===== src/rtl/washer_pkg.sv =====
// rtl/washer_pkg.sv - shared button indices, hold-FSM encodings and helpers
package washer_pkg;

    localparam int BTN_RESET = 0;
    localparam int BTN_RUN   = 1;
    localparam int BTN_WATER = 2;
    localparam int BTN_OPEN  = 3;
    localparam int BTN_CLICK = 4;

    typedef enum logic [1:0] {
        IDLE    = 2'd0,
        PRESSED = 2'd1,
        HELD    = 2'd2
    } hold_state_e;

    function automatic int max_int(input int a, input int b);
        return (a > b) ? a : b;
    endfunction

endpackage


===== src/rtl/button_conditioner_if.sv =====
// rtl/button_conditioner_if.sv - raw pad inputs and conditioned button outputs
interface button_conditioner_if #(
    parameter int NUM_BTNS = 5
);
    logic [NUM_BTNS-1:0] btn_raw;
    logic [NUM_BTNS-1:0] btn_level;
    logic [NUM_BTNS-1:0] btn_press;
    logic [NUM_BTNS-1:0] btn_release;
    logic [NUM_BTNS-1:0] btn_long;
    logic [NUM_BTNS-1:0] btn_repeat;

    modport master (
        output btn_raw,
        input  btn_level, btn_press, btn_release, btn_long, btn_repeat
    );

    modport slave (
        input  btn_raw,
        output btn_level, btn_press, btn_release, btn_long, btn_repeat
    );
endinterface


===== src/rtl/button_channel.sv =====
// rtl/button_channel.sv - one button: 2-flop sync, debounce and press/long/repeat FSM
module button_channel
    import washer_pkg::*;
#(
    parameter int DEBOUNCE_CYCLES = 16,
    parameter int LONG_CYCLES     = 64,
    parameter int REPEAT_CYCLES   = 8,
    parameter bit REPEAT_EN       = 1'b0
) (
    input  logic clk,
    input  logic reset,
    input  logic raw_i,
    output logic level_o,
    output logic press_o,
    output logic release_o,
    output logic long_o,
    output logic repeat_o
);
    localparam int DW = (DEBOUNCE_CYCLES > 1) ? $clog2(DEBOUNCE_CYCLES) : 1;
    localparam int CW = $clog2(max_int(LONG_CYCLES, REPEAT_CYCLES));

    logic          s1_q, s2_q;
    logic          level_q, level_d;
    logic          press_q, release_q, long_q, repeat_q;
    logic [DW-1:0] db_cnt_q;
    logic [CW-1:0] hold_cnt_q;
    hold_state_e   state_q;
    logic          db_fire;

    assign db_fire = (s2_q != level_q) && (db_cnt_q == DW'(DEBOUNCE_CYCLES - 1));
    assign level_d = db_fire ? s2_q : level_q;

    always_ff @(posedge clk) begin
        if (reset) begin
            s1_q       <= 1'b0;
            s2_q       <= 1'b0;
            level_q    <= 1'b0;
            press_q    <= 1'b0;
            release_q  <= 1'b0;
            long_q     <= 1'b0;
            repeat_q   <= 1'b0;
            db_cnt_q   <= '0;
            hold_cnt_q <= '0;
            state_q    <= IDLE;
        end else begin
            s1_q      <= raw_i;
            s2_q      <= s1_q;
            level_q   <= level_d;
            press_q   <= db_fire & s2_q;
            release_q <= db_fire & ~s2_q;
            repeat_q  <= 1'b0;

            if ((s2_q == level_q) || db_fire)
                db_cnt_q <= '0;
            else
                db_cnt_q <= db_cnt_q + DW'(1);

            // A release wins over any long/repeat event due on the same edge
            if (db_fire && !s2_q) begin
                state_q    <= IDLE;
                long_q     <= 1'b0;
                hold_cnt_q <= '0;
            end else if (db_fire && s2_q) begin
                state_q    <= PRESSED;
                hold_cnt_q <= '0;
            end else begin
                case (state_q)
                    PRESSED: begin
                        if (hold_cnt_q == CW'(LONG_CYCLES - 1)) begin
                            state_q    <= HELD;
                            long_q     <= 1'b1;
                            repeat_q   <= REPEAT_EN;
                            hold_cnt_q <= '0;
                        end else begin
                            hold_cnt_q <= hold_cnt_q + CW'(1);
                        end
                    end
                    HELD: begin
                        if (hold_cnt_q == CW'(REPEAT_CYCLES - 1)) begin
                            repeat_q   <= REPEAT_EN;
                            hold_cnt_q <= '0;
                        end else begin
                            hold_cnt_q <= hold_cnt_q + CW'(1);
                        end
                    end
                    default: hold_cnt_q <= '0;
                endcase
            end
        end
    end

    assign level_o   = level_q;
    assign press_o   = press_q;
    assign release_o = release_q;
    assign long_o    = long_q;
    assign repeat_o  = repeat_q;
endmodule


===== src/rtl/button_conditioner.sv =====
// rtl/button_conditioner.sv - washer panel button front end, one channel per button
module button_conditioner
    import washer_pkg::*;
#(
    parameter int                  NUM_BTNS        = 5,
    parameter int                  DEBOUNCE_CYCLES = 16,
    parameter int                  LONG_CYCLES     = 64,
    parameter int                  REPEAT_CYCLES   = 8,
    parameter logic [NUM_BTNS-1:0] REPEAT_MASK     = NUM_BTNS'(1) << BTN_CLICK
) (
    input  logic                 clk,
    input  logic                 reset,
    button_conditioner_if.slave  bus
);
    for (genvar g = 0; g < NUM_BTNS; g++) begin : g_ch
        button_channel #(
            .DEBOUNCE_CYCLES (DEBOUNCE_CYCLES),
            .LONG_CYCLES     (LONG_CYCLES),
            .REPEAT_CYCLES   (REPEAT_CYCLES),
            .REPEAT_EN       (REPEAT_MASK[g])
        ) u_ch (
            .clk       (clk),
            .reset     (reset),
            .raw_i     (bus.btn_raw[g]),
            .level_o   (bus.btn_level[g]),
            .press_o   (bus.btn_press[g]),
            .release_o (bus.btn_release[g]),
            .long_o    (bus.btn_long[g]),
            .repeat_o  (bus.btn_repeat[g])
        );
    end
endmodule


===== src/flat_wrapper.sv =====
// flat-port wrapper written by rule: the top's interface ports become plain ports
module button_conditioner_flat import washer_pkg::*;
#(
    parameter int                  NUM_BTNS        = 5,
    parameter int                  DEBOUNCE_CYCLES = 16,
    parameter int                  LONG_CYCLES     = 64,
    parameter int                  REPEAT_CYCLES   = 8,
    parameter logic [NUM_BTNS-1:0] REPEAT_MASK     = NUM_BTNS'(1) << BTN_CLICK
)
  (clk, reset, bus_btn_raw, bus_btn_level, bus_btn_press, bus_btn_release, bus_btn_long, bus_btn_repeat);
  button_conditioner_if #(.NUM_BTNS(NUM_BTNS)) bus_i ();
  input  logic clk;
  input  logic reset;
  input wire logic [$bits(bus_i.btn_raw)-1:0] bus_btn_raw;
  output wire logic [$bits(bus_i.btn_level)-1:0] bus_btn_level;
  output wire logic [$bits(bus_i.btn_press)-1:0] bus_btn_press;
  output wire logic [$bits(bus_i.btn_release)-1:0] bus_btn_release;
  output wire logic [$bits(bus_i.btn_long)-1:0] bus_btn_long;
  output wire logic [$bits(bus_i.btn_repeat)-1:0] bus_btn_repeat;
  assign bus_i.btn_raw = bus_btn_raw;
  assign bus_btn_level = bus_i.btn_level;
  assign bus_btn_press = bus_i.btn_press;
  assign bus_btn_release = bus_i.btn_release;
  assign bus_btn_long = bus_i.btn_long;
  assign bus_btn_repeat = bus_i.btn_repeat;
  button_conditioner #(.NUM_BTNS(NUM_BTNS), .DEBOUNCE_CYCLES(DEBOUNCE_CYCLES), .LONG_CYCLES(LONG_CYCLES), .REPEAT_CYCLES(REPEAT_CYCLES), .REPEAT_MASK(REPEAT_MASK)) u_core (.clk(clk), .reset(reset), .bus(bus_i));
endmodule

===== config.mk =====
export PLATFORM = sky130hd
export DESIGN_NAME = button_conditioner_flat
export DESIGN_NICKNAME = d
export VERILOG_FILES = /design/src/rtl/washer_pkg.sv /design/src/rtl/button_conditioner_if.sv /design/src/rtl/button_channel.sv /design/src/rtl/button_conditioner.sv /design/src/flat_wrapper.sv
export SDC_FILE = /design/constraint.sdc
export NUM_CORES = 1
export LEC_CHECK = 0
export CAP_MARGIN = 20
export CORE_MARGIN = 2
export CORE_UTILIZATION = 45
export DETAILED_ROUTE_END_ITERATION = 8
export DONT_BUFFER_PORTS = 1
export GPL_TIMING_DRIVEN = 0
export SETUP_SLACK_MARGIN = 0.4
export SLEW_MARGIN = 20
export SYNTH_ARGS = -nofsm -noshare
export SYNTH_HDL_FRONTEND = slang
export SYNTH_HIERARCHICAL = 1
export SYNTH_SLANG_ARGS = --single-unit

===== constraint.sdc =====
create_clock -name clk -period 2.7 [get_ports clk]
set_clock_uncertainty 0.1 [all_clocks]
set_input_delay 0.54 -clock clk [delete_from_list [all_inputs] [get_ports clk]]
set_output_delay 0.54 -clock clk [all_outputs]
set_load 0.01 [all_outputs]

==> results of run 1 <==
[sequential cells by signal (all words and copies together), names as in the netlist]
register,flops
u_core/g_ch.u_ch/hold_cnt_q,30
u_core/g_ch.u_ch/db_cnt_q,20
u_core/g_ch.u_ch/state_q,10
u_core/g_ch.u_ch/level_o,5
u_core/g_ch.u_ch/long_o,5
u_core/g_ch.u_ch/press_o,5
u_core/g_ch.u_ch/release_o,5
u_core/g_ch.u_ch/s1_q,5
u_core/g_ch.u_ch/s2_q,5
u_core/g_ch.u_ch/repeat_o,1
[layout by cell type, fill, tap and decap left out, drive strengths merged, types with 2 or more instances in the layout]
master,instances
dfxtp,91
nor2,38
inv,26
nand3,26
ha,20
nand2,18
xnor2,17
nor3,16
xor2,14
clkbuf,14
a211oi,13
nor2b,11
o21ai,11
o2111ai,8
buf,7
a21oi,7
nand4,6
o211ai,5
bufinv,4
and4b,4
mux2i,4
or3,4
conb,4
a311o,4
o221a,4
and3,4
o221ai,3
or4,3
nand4b,3
nor3b,3
o211a,3
nor4,3
o41ai,2
[final cells by class]
class / count / area share, %
well taps: 105 / 3.054
multi-input cells: 264 / 44.56
plain buffers: 11 / 1.396
clock inverters: 6 / 3.170
flip-flops and latches: 91 / 42.35
inverters: 26 / 2.269
clock buffers: 10 / 3.200
[power groups by stage]
stage | Sequential [W] | Combinational, W | Clock (W)
detailed placement | 0.00139 | 0.0000451 | 0
finish | 0.00135 | 0.0000451 | 0.00120
global route | 0.00136 | 0.0000520 | 0.00129
global placement | 0.00139 | 0.0000447 | 0
floorplan | 0.00139 | 0.0000381 | 0
CTS | 0.00136 | 0.0000453 | 0.00124
[worst max-delay path by stage]
stage               slack, ps                                 to
floorplan                1280  u_core/g_ch[0].u_ch/hold_cnt_q[3]
global route              930  u_core/g_ch[3].u_ch/hold_cnt_q[0]
finish                   1130  u_core/g_ch[3].u_ch/hold_cnt_q[0]
detailed placement       1120  u_core/g_ch[0].u_ch/hold_cnt_q[5]
CTS                      1130  u_core/g_ch[3].u_ch/hold_cnt_q[0]
global placement         1130  u_core/g_ch[4].u_ch/hold_cnt_q[5]
[kinds of logic (layout without fill, tap and decap cells)]
kind of cell	Yosys count	count (layout)	share of synthesized area, %
AOI/OAI and AO/OA	63	63	14.16
xor gates and xnor gates	31	31	7.739
adders and majority gates	20	20	6.423
buffers and inverters	37	53	4.046
DFF	91	91	46.76
muxes	4	4	1.028
other	4	4	0.3852
and+or+nand+nor	142	142	19.46
[per-layer routing]
metal  wire length (um)  track usage (%)
met5                  0                0
met4                 58            4.659
met3                358            6.187
met2               2998            23.66
met1               3008            17.50
[per-stage QoR]
stage | hold WS [ps] | util (%) | total power, W | instances
2_1_floorplan | 313.8 | - | 0.001423 | 392
3_3_place_gp | 317.6 | 48.53 | 0.001431 | 497
3_5_place_dp | 327.6 | 48.53 | 0.001432 | 497
4_1_cts | 128.8 | 51.83 | 0.002641 | 513
5_1_grt | 115.6 | 51.83 | 0.002703 | 513
6_report | 155.1 | 51.83 | 0.002596 | 513
==> impl_metrics.csv, run 1 <==
group,metric,value,unit
die,rows,33,
synth,synth_area_leaders,"dfxtp_1 47%, ha_1 6.4%, nor2_1 3.7%",
layout,nFillCells,759,
setup_path,critPathMaxFanout,5,
sta,tightestPinTransition,511.1,ps
clocking,cts-hold-fix-buffers,0,
pwr,clkPwrFrac,46.1,%
worst_hold_path,min_to,"u_core/g_ch[3].u_ch/s1_q",
setup_path,r2r_start,"u_core/g_ch[3].u_ch/hold_cnt_q[0]",
sta,hold_violations,0,
layout,fin_nets,430,
synth,avgSynthCellArea,9.939,um^2
detailed_routing,drtIter0Drc,73,
die,boundaryPins,32,
pwr,p_seq_share,52.2,%
clocking,cts-resized-gates,0,
layout,syn2layout_area_growth,10.40,%
synth,synth.yosys.seq_area_share,46.76,%
setup_path,worstPathRequired,2810,ps
synth,synth_area,3896,um^2
setup_path,path_cells,"ha_1 > nand4_1 > o21ai_1 > a211oi_1",
die,start_util,46.95,%
detailed_routing,dr.pass1.iters,4,
setup_path,cp_slowest_cell,"o21ai_1",
sta,fmax,636.8,MHz
placement,placed_area,4028,um^2
synth,yosys_most_used_dff,"dfxtp_1",
setup_path,critPathMaxStageDelay,390,ps
pwr,leakage,1.527,nW
sta,finalMaxSlewViolations,0,
setup_path,r2r_cells,4,
placement,dp_hpwl,4632,um
pwr,swShare,19.03,%
sta,rsz0062_at_grt,"false",
setup_path,critPathKind,"reg -> reg",
grt,grt_pass1_vias,2567,
detailed_routing,wl_per_cell,12.52,um
setup_path,crit_path_start_kind,"flop",
grt,gr-total-overflow,0,
setup_path,r2r_end,"u_core/g_ch[3].u_ch/hold_cnt_q[0]",
setup_path,cp_top_family,"compound AO/OA/AOI/OAI gates",
placement,portBuffers,0,
detailed_routing,drcViolationCount,0,
die,die-area,9419,um^2
die,die_x,97.05,um
setup_path,crit_cells,4,
synth,async_flop_share,0,%
grt,antenna_found_initial,0,
detailed_routing,drt-total-wl,6423,um
run,cap_violations,0,
grt,grt_max_degree,16,
clocking,cts_inserted_buffers,9,
clocking,clockBufferDepth,2,
detailed_routing,ant_nets,0,
setup_path,setup.worst_path.end_class,"flop",
pwr,irDropWorstVdd,351.9,uV
die,die_h,97.05,um
synth,synth.ff_latch_count,91,
setup_path,worst-path-buf-inv,0,
outcome,status,"finished, final reports clean",
placement,pre_cts_slack,1117,ps
detailed_routing,num_vias,2717,
clocking,clkLatencyLatePin,350,ps
pwr,intPower,0.002102,W
synth,synthCells,392,
setup_path,r2r_slack,1130,ps
worst_hold_path,hold_path_class,"in -> reg",
grt,groute.usage.overall,14.58,%
synth,synth_area_leader_cell,"dfxtp_1",
synth,synth_most_common_cell,"dfxtp_1",
pwr,pwr-share-comb,1.7,%
sta,max-slew-margin-rel,65.55,%
layout,diodes,0,
layout,final-seq-area,1822,um^2
layout,multi_input_area,1917,um^2
detailed_routing,viasPerCell,5.296,
sta,setup_viol,0,
layout,final_cell_area,4302,um^2
synth,ys_types,48,
synth,synth_warnings,6,
clocking,cts_tree,"built",
grt,grt_pass1_wl,11450,um
placement,gp_congestion,0.7378,
clocking,clk_pin_slew_worst_paths,80,ps
clocking,cts_setup_buffers,0,
worst_hold_path,min_path_cells,1,
worst_hold_path,hold_start,"reset",
pwr,power.density,603.5,nW/um^2
layout,drive_gt1_share,11.76,%
sta,post-route-min-period,1570,ps
clocking,clockRootBuffer,"clkbuf_8",
sta,tns,0,ps
synth,synth.top_cell.area_share,46.76,%
synth,synth_edf_count,0,
die,core_area,8299,um^2
clocking,clock_sinks,91,
synth,syn_nets,419,
setup_path,crit_arrival,1680,ps
clocking,htreeDepth,3,
setup_path,startpoint,"u_core/g_ch[3].u_ch/hold_cnt_q[0]",
sta,finalCritPeriodShare,58.16,%
pwr,p_sw,0.0004941,W
sta,timing.final.ws_setup,1130,ps
synth,synthTopCellsByCount,"91 x dfxtp_1, 38 x nor2_1, 26 x inv_1",
No activity file was read; power rests on OpenSTA's default activity.
==> run 2, diff against run 1 <==
- clock period: 2.7 -> 1.6 ns (I/O delays scaled with it)
==> run 2 against run 1 <==
Worst setup slack worse by 1000 ps. Critical endpoint is now u_core/g_ch[0].u_ch/hold_cnt_q[3]. Core utilization rose by 13 points. Maximum frequency up 6.8%. Power grew 42%. Sequential power rose by 68%. Wire length up 27%. Register-to-register slack worse by 1000 ps. Sequential share of layout area is 6.9 points lower. Largest cell class unchanged. Die area unchanged. Global-route usage up 2.9 points.
==> impl_metrics.csv, run 2 (synthesis results as in run 1) <==
group,metric,value,unit
die,boundaryPins,32,
setup_path,critPathMaxFanout,4,
layout,syn2layout_area_growth,37.99,%
detailed_routing,viasPerCell,5.369,
sta,finalMaxSlewViolations,0,
sta,max-slew-margin-rel,65.02,%
detailed_routing,drcViolationCount,0,
detailed_routing,drtIter0Drc,59,
clocking,clockRootBuffer,"clkbuf_8",
placement,dp_hpwl,4838,um
grt,grt_pass1_wl,13740,um
placement,gp_congestion,0.7236,
pwr,leakage,1.763,nW
clocking,clockBufferDepth,2,
grt,gr-total-overflow,0,
clocking,htreeDepth,3,
layout,largest_reg_flops,30,
sta,fmax,680.4,MHz
die,rows,33,
grt,antenna_found_initial,0,
pwr,irDropWorstVdd,401.3,uV
layout,diodes,0,
run,cap_violations,0,
sta,rsz0062_at_grt,"true",
setup_path,crit_arrival,1610,ps
die,start_util,46.95,%
setup_path,crit_path_start_kind,"flop",
placement,portBuffers,0,
layout,drive_gt1_share,46.89,%
sta,hold_violations,0,
layout,top_register,"u_core/g_ch.u_ch/hold_cnt_q",
detailed_routing,ant_nets,0,
worst_hold_path,min_to,"u_core/g_ch[3].u_ch/db_cnt_q[0]",
outcome,status,"finished, final reports clean",
setup_path,worstPathRequired,1740,ps
setup_path,setup.worst_path.end_class,"flop",
die,core_area,8299,um^2
layout,fin_nets,476,
grt,grt_pass1_vias,3018,
worst_hold_path,hold_path_class,"in -> reg",
worst_hold_path,hold_start,"reset",
detailed_routing,num_vias,2980,
worst_hold_path,min_path_cells,2,
clocking,cts_tree,"built",
die,die_x,97.05,um
clocking,clock_sinks,91,
detailed_routing,wl_per_cell,14.68,um
pwr,power.density,686.2,nW/um^2
setup_path,r2r_cells,5,
grt,grt_max_degree,14,
clocking,clk_pin_slew_worst_paths,90,ps
setup_path,r2r_slack,130,ps
sta,tns,0,ps
clocking,clkLatencyLatePin,350,ps
pwr,total_power,0.003689,W
setup_path,r2r_end,"u_core/g_ch[0].u_ch/hold_cnt_q[3]",
layout,reg.largest.list,"u_core/g_ch.u_ch/hold_cnt_q (30), u_core/g_ch.u_ch/db_cnt_q (20), u_core/g_ch.u_ch/state_q (10)",
grt,groute.usage.overall,17.45,%
setup_path,critPathKind,"reg -> reg",
detailed_routing,drt-total-wl,8148,um
die,die_h,97.05,um
layout,nFillCells,639,
sta,setup_viol,0,
layout,mostFrequentLayoutCell,"dfxtp_1",
die,die-area,9419,um^2
sta,tightestPinTransition,524.7,ps
layout,mostFrequentLayoutCells,"50 x dfxtp_1, 36 x buf_4, 30 x nor2_1",
sta,post-route-min-period,1470,ps
setup_path,r2r_start,"u_core/g_ch[0].u_ch/state_q[1]",
sta,finalCritPeriodShare,91.86,%
clocking,cts_inserted_buffers,9,
detailed_routing,dr.pass1.iters,4,
[run 2: changes by cell type in the layout (fill, tap and decap cells not counted), moves of 10 or more]
cell	delta
buf_6	+11
a211oi_1	-10
ha_1	-19
nand3_1	-11
dfxtp_4	+13
dfxtp_1	-41
buf_4	+32
ha_4	+17
a211oi_2	+10
dfxtp_2	+28
[run 2: final cells by class]
| type | instances | area [um^2] | share of cell area [%] |
|---|---|---|---|
| Buffer | 11 | 78.83 | 1.466 |
| Clock buffer | 9 | 123.9 | 2.304 |
| Clock inverter | 3 | 20.02 | 0.3724 |
| Inverter | 26 | 97.59 | 1.815 |
| Multi-Input combinational cell | 264 | 2629 | 48.89 |
| Sequential cell | 91 | 1906 | 35.44 |
| Tap cell | 105 | 131.4 | 2.444 |
| Timing Repair Buffer | 46 | 390.4 | 7.261 |
[run 2: report_power, final]
| group | switching, W | internal, W | total (W) |
|---|---|---|---|
| Combinational | 0.0000710 | 0.0000602 | 0.000131 |
| Sequential | 0.0000109 | 0.00226 | 0.00227 |
| Clock | 0.000761 | 0.000528 | 0.00129 |
[run 2: per-stage QoR]
step	setup slack [ps]	instances	utilization [%]	hold slack [ps]	instance area, um^2
5_1_grt	86.49	555	64.78	45.40	5376
2_1_floorplan	209.3	392	-	291.6	4141
6_report	130.2	555	64.78	68.12	5376
4_1_cts	143.5	543	61.09	44.75	5070
3_5_place_dp	137.0	497	51.49	296.6	4273
3_3_place_gp	158.0	497	51.49	295.5	4273
[run 2: how the worst max path moves through the flow]
| stage | endpoint | from | cells after the start |
|---|---|---|---|
| after detailed placement | u_core/g_ch[2].u_ch/hold_cnt_q[3] | u_core/g_ch[2].u_ch/state_q[1] | 5 |
| final | u_core/g_ch[0].u_ch/hold_cnt_q[3] | u_core/g_ch[0].u_ch/state_q[1] | 5 |
| after global placement | u_core/g_ch[0].u_ch/hold_cnt_q[3] | u_core/g_ch[0].u_ch/state_q[1] | 5 |
| after floorplan | u_core/g_ch[1].u_ch/hold_cnt_q[3] | u_core/g_ch[1].u_ch/state_q[1] | 5 |
| after global routing | u_core/g_ch[2].u_ch/hold_cnt_q[3] | u_core/g_ch[2].u_ch/state_q[1] | 5 |
| after CTS | u_core/g_ch[2].u_ch/hold_cnt_q[3] | u_core/g_ch[2].u_ch/state_q[1] | 5 |
[run 2: timing repair]
| item | 4_1_cts | 5_1_grt |
|---|---|---|
| gates resized for setup | 80 | 54 |
| pin swaps | 50 | 26 |
| hold buffers | 6 | 0 |
| setup buffers | 28 | 12 |
| endpoints found under the setup margin | 65 | 73 |
| cloned | 0 | 0 |
| endpoints found under the hold margin | 9 | 0 |
[run 2: critical path: stages, from the launching register on]
cell	delay, ps
dfxtp_2	340
inv_2	50
ha_4	150
or4_4	420
a21oi_4	210
nor3_1	70
[run 2: routing by layer]
layer / part of all wire (%) / global-route usage (%) / vias to the layer above / wire [um]
met2: 51 / 30.66 / 36 / 4143
li1: - / - / 1506 / -
met1: 45 / 21.00 / 1429 / 3663
met4: 1.3 / 5.525 / 0 / 104
met3: 2.9 / 4.245 / 9 / 238
met5: 0 / 0 / - / 0
==> run 3, diff against run 2 <==
- CAP_MARGIN: 20 -> default
==> results of run 3 <==
Final layout, timing and power as in run 2 (identical DEF).
